## src/rtl/if_prefetch.sv

```systemverilog
// Instruction fetch stage: single-outstanding requests to a variable-latency
// instruction memory, a small {pc, word} queue toward decode, and redirect flush.
module if_prefetch #(
  parameter int          DEPTH    = 4,
  parameter logic [31:0] RESET_PC = 32'h0000_0000
) (
  input  logic                     clock,
  input  logic                     reset,
  output logic                     imem_req,
  output logic [31:0]              imem_addr,
  input  logic                     imem_ack,
  input  logic [31:0]              imem_rdata,
  input  logic                     redirect,
  input  logic [31:0]              redirect_pc,
  output logic                     inst_valid,
  input  logic                     inst_ready,
  output logic [31:0]              instruction,
  output logic [31:0]              inst_pc,
  output logic [$clog2(DEPTH):0]   fifo_count,
  output logic [1:0]               fsm_state
);

  localparam int AW = $clog2(DEPTH);
  localparam int CW = AW + 1;
  localparam logic [CW-1:0] FULL = CW'(DEPTH);

  typedef enum logic [1:0] {
    IDLE = 2'd0,
    WAIT = 2'd1,
    DROP = 2'd2
  } state_t;

  state_t          state;
  logic [31:0]     fetch_pc;
  logic [CW-1:0]   count;
  logic [AW-1:0]   wr_ptr;
  logic [AW-1:0]   rd_ptr;
  logic [63:0]     mem [DEPTH];

  logic            push;
  logic            pop;
  logic [CW-1:0]   count_next;
  logic [31:0]     target;
  logic [31:0]     pc_plus4;

  // Handshake: a head word transfers to decode on any edge where
  // inst_valid && inst_ready; a redirect in that cycle voids the transfer.
  assign inst_valid  = (count != '0);
  assign pop         = inst_valid && inst_ready && !redirect;
  // In WAIT the outstanding request address always equals fetch_pc.
  assign push        = (state == WAIT) && imem_ack && !redirect;
  assign count_next  = count + CW'(push) - CW'(pop);
  assign target      = {redirect_pc[31:2], 2'b00};
  assign pc_plus4    = fetch_pc + 32'd4;

  assign instruction = inst_valid ? mem[rd_ptr][31:0]  : 32'h0;
  assign inst_pc     = inst_valid ? mem[rd_ptr][63:32] : 32'h0;
  assign fifo_count  = count;
  assign fsm_state   = state;

  always_ff @(posedge clock) begin
    if (reset && push) begin
      mem[wr_ptr] <= {fetch_pc, imem_rdata};
    end
  end

  always_ff @(posedge clock) begin
    if (!reset) begin
      state     <= IDLE;
      fetch_pc  <= RESET_PC;
      imem_req  <= 1'b0;
      imem_addr <= RESET_PC;
      count     <= '0;
      wr_ptr    <= '0;
      rd_ptr    <= '0;
    end else if (redirect) begin
      count    <= '0;
      wr_ptr   <= '0;
      rd_ptr   <= '0;
      fetch_pc <= target;
      case (state)
        IDLE: begin
          state     <= WAIT;
          imem_req  <= 1'b1;
          imem_addr <= target;
        end
        WAIT, DROP: begin
          // An ack this cycle retires the stale request; otherwise keep
          // holding it and discard its data when it finally returns.
          if (imem_ack) begin
            state     <= WAIT;
            imem_addr <= target;
          end else begin
            state <= DROP;
          end
        end
        default: begin
          state    <= IDLE;
          imem_req <= 1'b0;
        end
      endcase
    end else begin
      count <= count_next;
      if (push) wr_ptr <= wr_ptr + 1'b1;
      if (pop)  rd_ptr <= rd_ptr + 1'b1;
      case (state)
        IDLE: begin
          if (count_next < FULL) begin
            state     <= WAIT;
            imem_req  <= 1'b1;
            imem_addr <= fetch_pc;
          end
        end
        WAIT: begin
          if (imem_ack) begin
            fetch_pc <= pc_plus4;
            // The slot for the next request must be free before it issues.
            if (count_next < FULL) begin
              imem_addr <= pc_plus4;
            end else begin
              state    <= IDLE;
              imem_req <= 1'b0;
            end
          end
        end
        DROP: begin
          if (imem_ack) begin
            if (count_next < FULL) begin
              state     <= WAIT;
              imem_addr <= fetch_pc;
            end else begin
              state    <= IDLE;
              imem_req <= 1'b0;
            end
          end
        end
        default: begin
          state    <= IDLE;
          imem_req <= 1'b0;
        end
      endcase
    end
  end

endmodule

```

## config.mk

```make
export PLATFORM = sky130hd
export DESIGN_NAME = if_prefetch
export DESIGN_NICKNAME = d
export VERILOG_FILES = /design/src/rtl/if_prefetch.sv
export SDC_FILE = /design/constraint.sdc
export NUM_CORES = 1
export LEC_CHECK = 0
export CORE_ASPECT_RATIO = 0.9
export CORE_MARGIN = 2
export CORE_UTILIZATION = 50
export CTS_BUF_LIST = sky130_fd_sc_hd__clkbuf_8
export DETAILED_ROUTE_END_ITERATION = 12
export PLACE_DENSITY = 0.73
export SYNTH_ARGS = -nofsm -noshare
export SYNTH_HDL_FRONTEND = slang
export SYNTH_SLANG_ARGS = --single-unit
```

## constraint.sdc

```tcl
create_clock -name clock -period 3.4 [get_ports clock]
set_input_delay 0.34 -clock clock [delete_from_list [all_inputs] [get_ports clock]]
set_output_delay 0.34 -clock clock [all_outputs]
set_load 0.05 [all_outputs]
```

# ---- Yosys cells after proc, flatten, opt, wreduce, memory -nomap -nowiden
# Memories as Yosys holds them, arrays and structs flattened. A register that Yosys moved wholly into a read port is not among the register bits.
# Index checks and enable logic that the tools add are counted.
dict set report totals {
  register_bits 74
  ram_bits 256
  out_inout_bits 103
  elab_cells 78
  n_memories 1
}
# name depth width rd rd_ports_with_merged_regs write_ports line_no
set mem_list {}
lappend mem_list {mem 4 64 1 1 1 38} ;# logic [63:0] mem [DEPTH];
dict set report classes {
  bitwise 1
  muxes 32
  addsub 5
  eq_ne 12
  n_lt_le_gt_ge 1
  n_reduce_logical 18
}
# op count
set ops {}
lappend ops {{32-bit 2-to-1 mux} 11}
lappend ops {{32-bit one-hot mux with 3 select lines} 1}
lappend ops {{32-bit one-hot mux with 2 select lines} 1}
lappend ops {{32-bit by 3-bit adder with 32-bit output, second input constant} 1}
lappend ops {{2-bit 2-to-1 mux} 8}
lappend ops {{3-bit inequality test, second input constant} 5}
lappend ops {{4-bit AND reduction} 2}
lappend ops {{1-bit 2-to-1 mux} 7}
lappend ops {{3-bit by 2-bit inequality test with 1-bit output, second input constant} 2}
lappend ops {{2-bit one-hot mux with 3 select lines} 1}
lappend ops {{6-bit AND reduction} 1}
lappend ops {{1-bit logical AND} 5}
lappend ops {{2-bit by 1-bit adder with 2-bit output, second input constant} 2}
lappend ops {{2-bit inequality test, second input constant} 2}
lappend ops {{1-bit one-hot mux with 2 select lines} 2}
lappend ops {{2-bit one-hot mux with 2 select lines} 1}
lappend ops {{2-bit AND reduction} 2}
lappend ops {{2-bit nonzero test} 2}
lappend ops {{4-bit nonzero test} 1}
lappend ops {{2-bit OR reduction} 2}
lappend ops {{3-bit by 1-bit adder with 3-bit output} 1}
lappend ops {{3-bit < comparator, second input constant} 1}
lappend ops {{3-bit nonzero test} 1}
lappend ops {{3-bit by 1-bit subtractor with 3-bit output} 1}
lappend ops {{6 further kinds} 6}

# ---- Depth between registers and ports, before layout
dict set report depth {
  word_depth 10
  mapped_depth 16
  ltp_nobuf 14
}

# ---- Least setup slack after synthesis
# OpenSTA, ideal clock, no wires.
dict set report synth_timing {
  path_type {reg-to-reg}
  from {register state[0], in the netlist fsm_state[0]}
  to {register imem_addr[2]}
  slack_ns -0.187
  t_arrival_ns 3.516
  n_path_buf 2
  stages_incl_launch_ff 16
  setup_time_ns 0.070
  cell_sequence {dfxtp_1 -> ha_1 -> buf_2 -> nand2_1 -> nor2_1 -> inv_1 -> ha_1 -> inv_1 -> ha_1 -> fa_1 -> xnor3_1 -> and2_1 -> o21bai_1 -> buf_2 -> nand2_1 -> a21oi_1}
}
dict set report synth_between {
  elab_chain_len 10
  elab_cells_between_ends 21
  cone_classes {add/sub: 2; order compare: 1; eq/ne: 7; mux: 5; reduce/logical: 6}
}
# element line_no
set synth_lines {}
lappend synth_lines {{start: declaration} 33} ;# state_t state;
lappend synth_lines {{start signal: assignment} 69} ;# state <= IDLE;
lappend synth_lines {{start signal: assignment} 83} ;# state <= WAIT;
lappend synth_lines {{start signal: assignment} 91} ;# state <= WAIT;
lappend synth_lines {{2-bit by 1-bit == test with 1-bit output} {51, 81, 106}}
lappend synth_lines {{1-bit logical AND (2 in a row)} 51} ;# assign push = (state == WAIT) && imem_ack && !redirect;
lappend synth_lines {{3-bit by 1-bit adder with 3-bit output} 52} ;# assign count_next = count + CW'(push) - CW'(pop);
lappend synth_lines {{3-bit by 1-bit subtractor with 3-bit output} 52}
lappend synth_lines {{3-bit < comparator} {108, 118, 128}}
lappend synth_lines {{32-bit 2-to-1 mux (2 in a row)} --}
lappend synth_lines {{32-bit one-hot mux with 3 select lines} 106} ;# case (state)
lappend synth_lines {{32-bit 2-to-1 mux} 76} ;# end else if (redirect) begin
lappend synth_lines {{end signal: assignment} 85} ;# imem_addr <= target;
lappend synth_lines {{end signal: assignment} 111} ;# imem_addr <= fetch_pc;
lappend synth_lines {{end signal: assignment} 119} ;# imem_addr <= pc_plus4;
lappend synth_lines {{end: declaration} 10} ;# output logic [31:0] imem_addr,
# Several ways; a longest one is shown, not always the timed one. The select of a mux whose other input is x is not followed.
# A chain may end at the register's enable or synchronous reset.

# ---- Worst setup path after layout
dict set report layout_timing {
  from {register state[1], in the netlist fsm_state[1]}
  to {register imem_addr[16]}
}
# The elaborated chain is that of the path after synthesis.

==> results.sh <==
export IMPL_globalRouteOverflowTotal=0
export IMPL_grt_antenna_before_repair=0
export IMPL_synth_compound_area_share_pct=6.28
export IMPL_die_h_um=161
export IMPL_synth_xor_area_share_pct=2.91
export IMPL_grt_max_degree=64
export IMPL_fmax_ghz=0.313
export IMPL_final_common_cell="edfxtp_1"
export IMPL_muxShareOfSynthArea_pct=10.6
export IMPL_die_width_um=178
export IMPL_synthCells=954
export IMPL_routed_wl_um=31600
export IMPL_critical_path_class="reg -> reg"
export IMPL_drive_gt1_share_pct=15.2
export IMPL_finalNetCount=1221
export IMPL_synth_top_family_by_area="simple AND/OR/NAND/NOR gates"
export IMPL_drc=0
export IMPL_register_area_um2=8900
export IMPL_power_density_nw_per_um2=521
export IMPL_viasPerCell=5.70
export IMPL_crit_slowest_cell="nor2_1"
export IMPL_place_gp_congestion=0.907
export IMPL_synth_seq_area_share_pct=64.9
export IMPL_cts_tree="done"
export IMPL_drv_slew=0
export IMPL_diodes=0
export IMPL_synth_area_um2=13700
export IMPL_area_delta_synth_final_pct=22.6
export IMPL_synthFlopType="edfxtp_1"
export IMPL_ant_nets=0
export IMPL_cts_clk_slew_worst_paths_ns=0.07
export IMPL_dieArea_um2=28700
export IMPL_postCtsSetupBuffers=0
export IMPL_io_buffers=165
export IMPL_status="finished clean"
export IMPL_wire_per_inst_um=20.6
export IMPL_vias=8743
export IMPL_grt_pass1_wl_um=48700
export IMPL_irDropWorstVdd_v=0.000329
export IMPL_synth_area_leaders="edfxtp_1, dfxtp_1, mux4_2"
export IMPL_cts_root_buf="clkbuf_8"
export IMPL_clock_skew_ns=0.0246
export IMPL_yosysWarnings=0
export IMPL_ys_ff_latch=320
export IMPL_cts_sinks=320
export IMPL_multi_input_area_um2=4460
export IMPL_dp_final_hpwl_um=20500
export IMPL_arrival_ns=3.70
export IMPL_ctsHoldBuffers=0
export IMPL_critical_path_max_stage_delay_ns=0.55
export IMPL_cp_max_fo=5
export IMPL_post_route_util_pct=62.3
export IMPL_cp_start_kind="flip-flop"
export IMPL_setup_viol=0
export IMPL_ioPinCount=172
export IMPL_total_power_mw=8.75
export IMPL_avgSynthCellArea_um2=14.4
export IMPL_required_ns=3.91
export IMPL_rows=57
export IMPL_core_area_um2=27000
export IMPL_fillers=2030
export IMPL_min_period_ns=3.19
export IMPL_synth_adder_area_share_pct=1.15
export IMPL_drt_pass1_iter_count=6
export IMPL_mostFrequentLayoutCells="edfxtp_1, clkdlybuf4s50_1, dfxtp_1, nor2b_1, mux4_2"
export IMPL_gr_usage_all_layers_pct=22.1
export IMPL_cts_made_buffers=50
export IMPL_p_leak_nw=5.47
export IMPL_synth_top_area_share_pct=54.4
export IMPL_post_route_period_util_pct=93.8
export IMPL_synthDistinctLibCells=63
export IMPL_cts_path_max_buffers=3
export IMPL_tightest_slew_ns=0.867
export IMPL_htree_levels=2
export IMPL_start_util_pct=50.8
export IMPL_synth_edf_count=248
export IMPL_grt_pass1_vias=8673
export IMPL_rsz0062_at_grt="no"
export IMPL_slew_headroom_pct=41.7
export IMPL_maxCapViolCount=0
export IMPL_async_reset_ff_share_pct=0
export IMPL_synth_simple_gate_area_share_pct=11.5
export IMPL_synth_top_cell_by_area="edfxtp_1"
export IMPL_cts_resized=0
export IMPL_insertion_delay_ns=0.58
export IMPL_final_setup_tns_ns=0
export IMPL_critPathCaptureType="flip-flop"
export IMPL_path_cells="inv_1, ha_1, nand2_1, nor2_1, inv_1, ha_1, inv_1, ha_1, fa_1, xnor3_1, buf_4, a2bb2oi_2, nor2_1, a22o_1"
export IMPL_final_hold_viol_count=0
export IMPL_drt_iter0_markers=743
export IMPL_hp_class="in -> reg"
layout make-up:
| cell class | instances | share of cell area (%) |
|---|---|---|
| inverters | 19 | 0.425 |
| clock inverters | 38 | 1.18 |
| multi-input cells | 551 | 26.6 |
| flip-flops and latches | 320 | 53.0 |
| clock buffers | 53 | 4.34 |
| repair buffers | 198 | 11.9 |
| well taps | 354 | 2.64 |
report_power, final:
part | total (mW) | internal, mW | switching [mW]
combinational | 1.25 | 0.453 | 0.801
clock | 2.99 | 1.53 | 1.46
sequential | 4.51 | 4.35 | 0.158
logic make-up (layout without fill, tap and decap cells):
kind of cell             count (synthesis)  in the layout
flip-flops                             320            320
AND/OR/NAND/NOR                        283            283
other                                    1              4
buffers and inverters                   86            308
multiplexers                            67             67
AO/OA/AOI/OAI                          141            141
XOR/XNOR                                44             44
adder cells (fa/ha/maj)                 12             12
critical path: cells and delay by family, from the launching register on:
| family | cells | cell delay (ns) |
|---|---|---|
| AOI/OAI and AO/OA | 2 | 0.32 |
| xor gates and xnor gates | 1 | 0.34 |
| adders and majority gates | 4 | 1.00 |
| buffers and inverters | 4 | 0.37 |
| DFF | 1 | 0.35 |
| and+or+nand+nor | 3 | 0.75 |
through the flow:
step	area (µm²)	hold slack, ns	worst slack [ns]	instances
3_5_place_dp	15900	0.469	0.0210	1442
6_report	16800	0.166	0.210	1533
4_1_cts	16800	0.155	0.206	1533
3_3_place_gp	15900	0.469	0.0506	1442
5_1_grt	16800	0.183	0.0182	1533
2_1_floorplan	13700	0.439	0.0209	957
synthesized netlist by cell type, types with 16 or more instances:
master,n
a21oi_1,50
xnor2_1,31
nand4_1,16
o21ai_0,41
edfxtp_1,248
clkbuf_1,33
nor2_1,34
nor2b_1,63
inv_1,18
nand3_1,33
buf_2,17
dfxtp_1,72
mux4_2,62
nor3_1,22
nand2_1,44
registers in the layout (all words and copies together) (netlist names), named ones only:
name,cells
fetch_pc,30
mem,248
fifo_count,3
rd_ptr,2
wr_ptr,2
imem_addr,30
imem_req,1
fsm_state,2
path summary, 6_finish.rpt:
path / from / end / slack [ns] / depth (start not counted)
worst max-delay path: fsm_state[1] / imem_addr[16] / 0.21 / 14
worst min-delay path: redirect / fetch_pc[31] / 0.17 / 4
worst max register to register: fsm_state[1] / imem_addr[16] / 0.21 / 14
worst min register to register: imem_addr[4] / imem_addr[4] / 0.48 / 2
per-layer routing:
| metal | part of all wire, % | vias to the layer above | track usage [%] |
|---|---|---|---|
| li1 | - | 4021 | - |
| met1 | 43 | 4312 | 31.5 |
| met2 | 47 | 361 | 35.0 |
| met3 | 7.3 | 49 | 4.35 |
| met4 | 2.1 | 0 | 6.39 |
| met5 | 0 | - | 0 |
No activity file was read; power rests on OpenSTA's default activity.
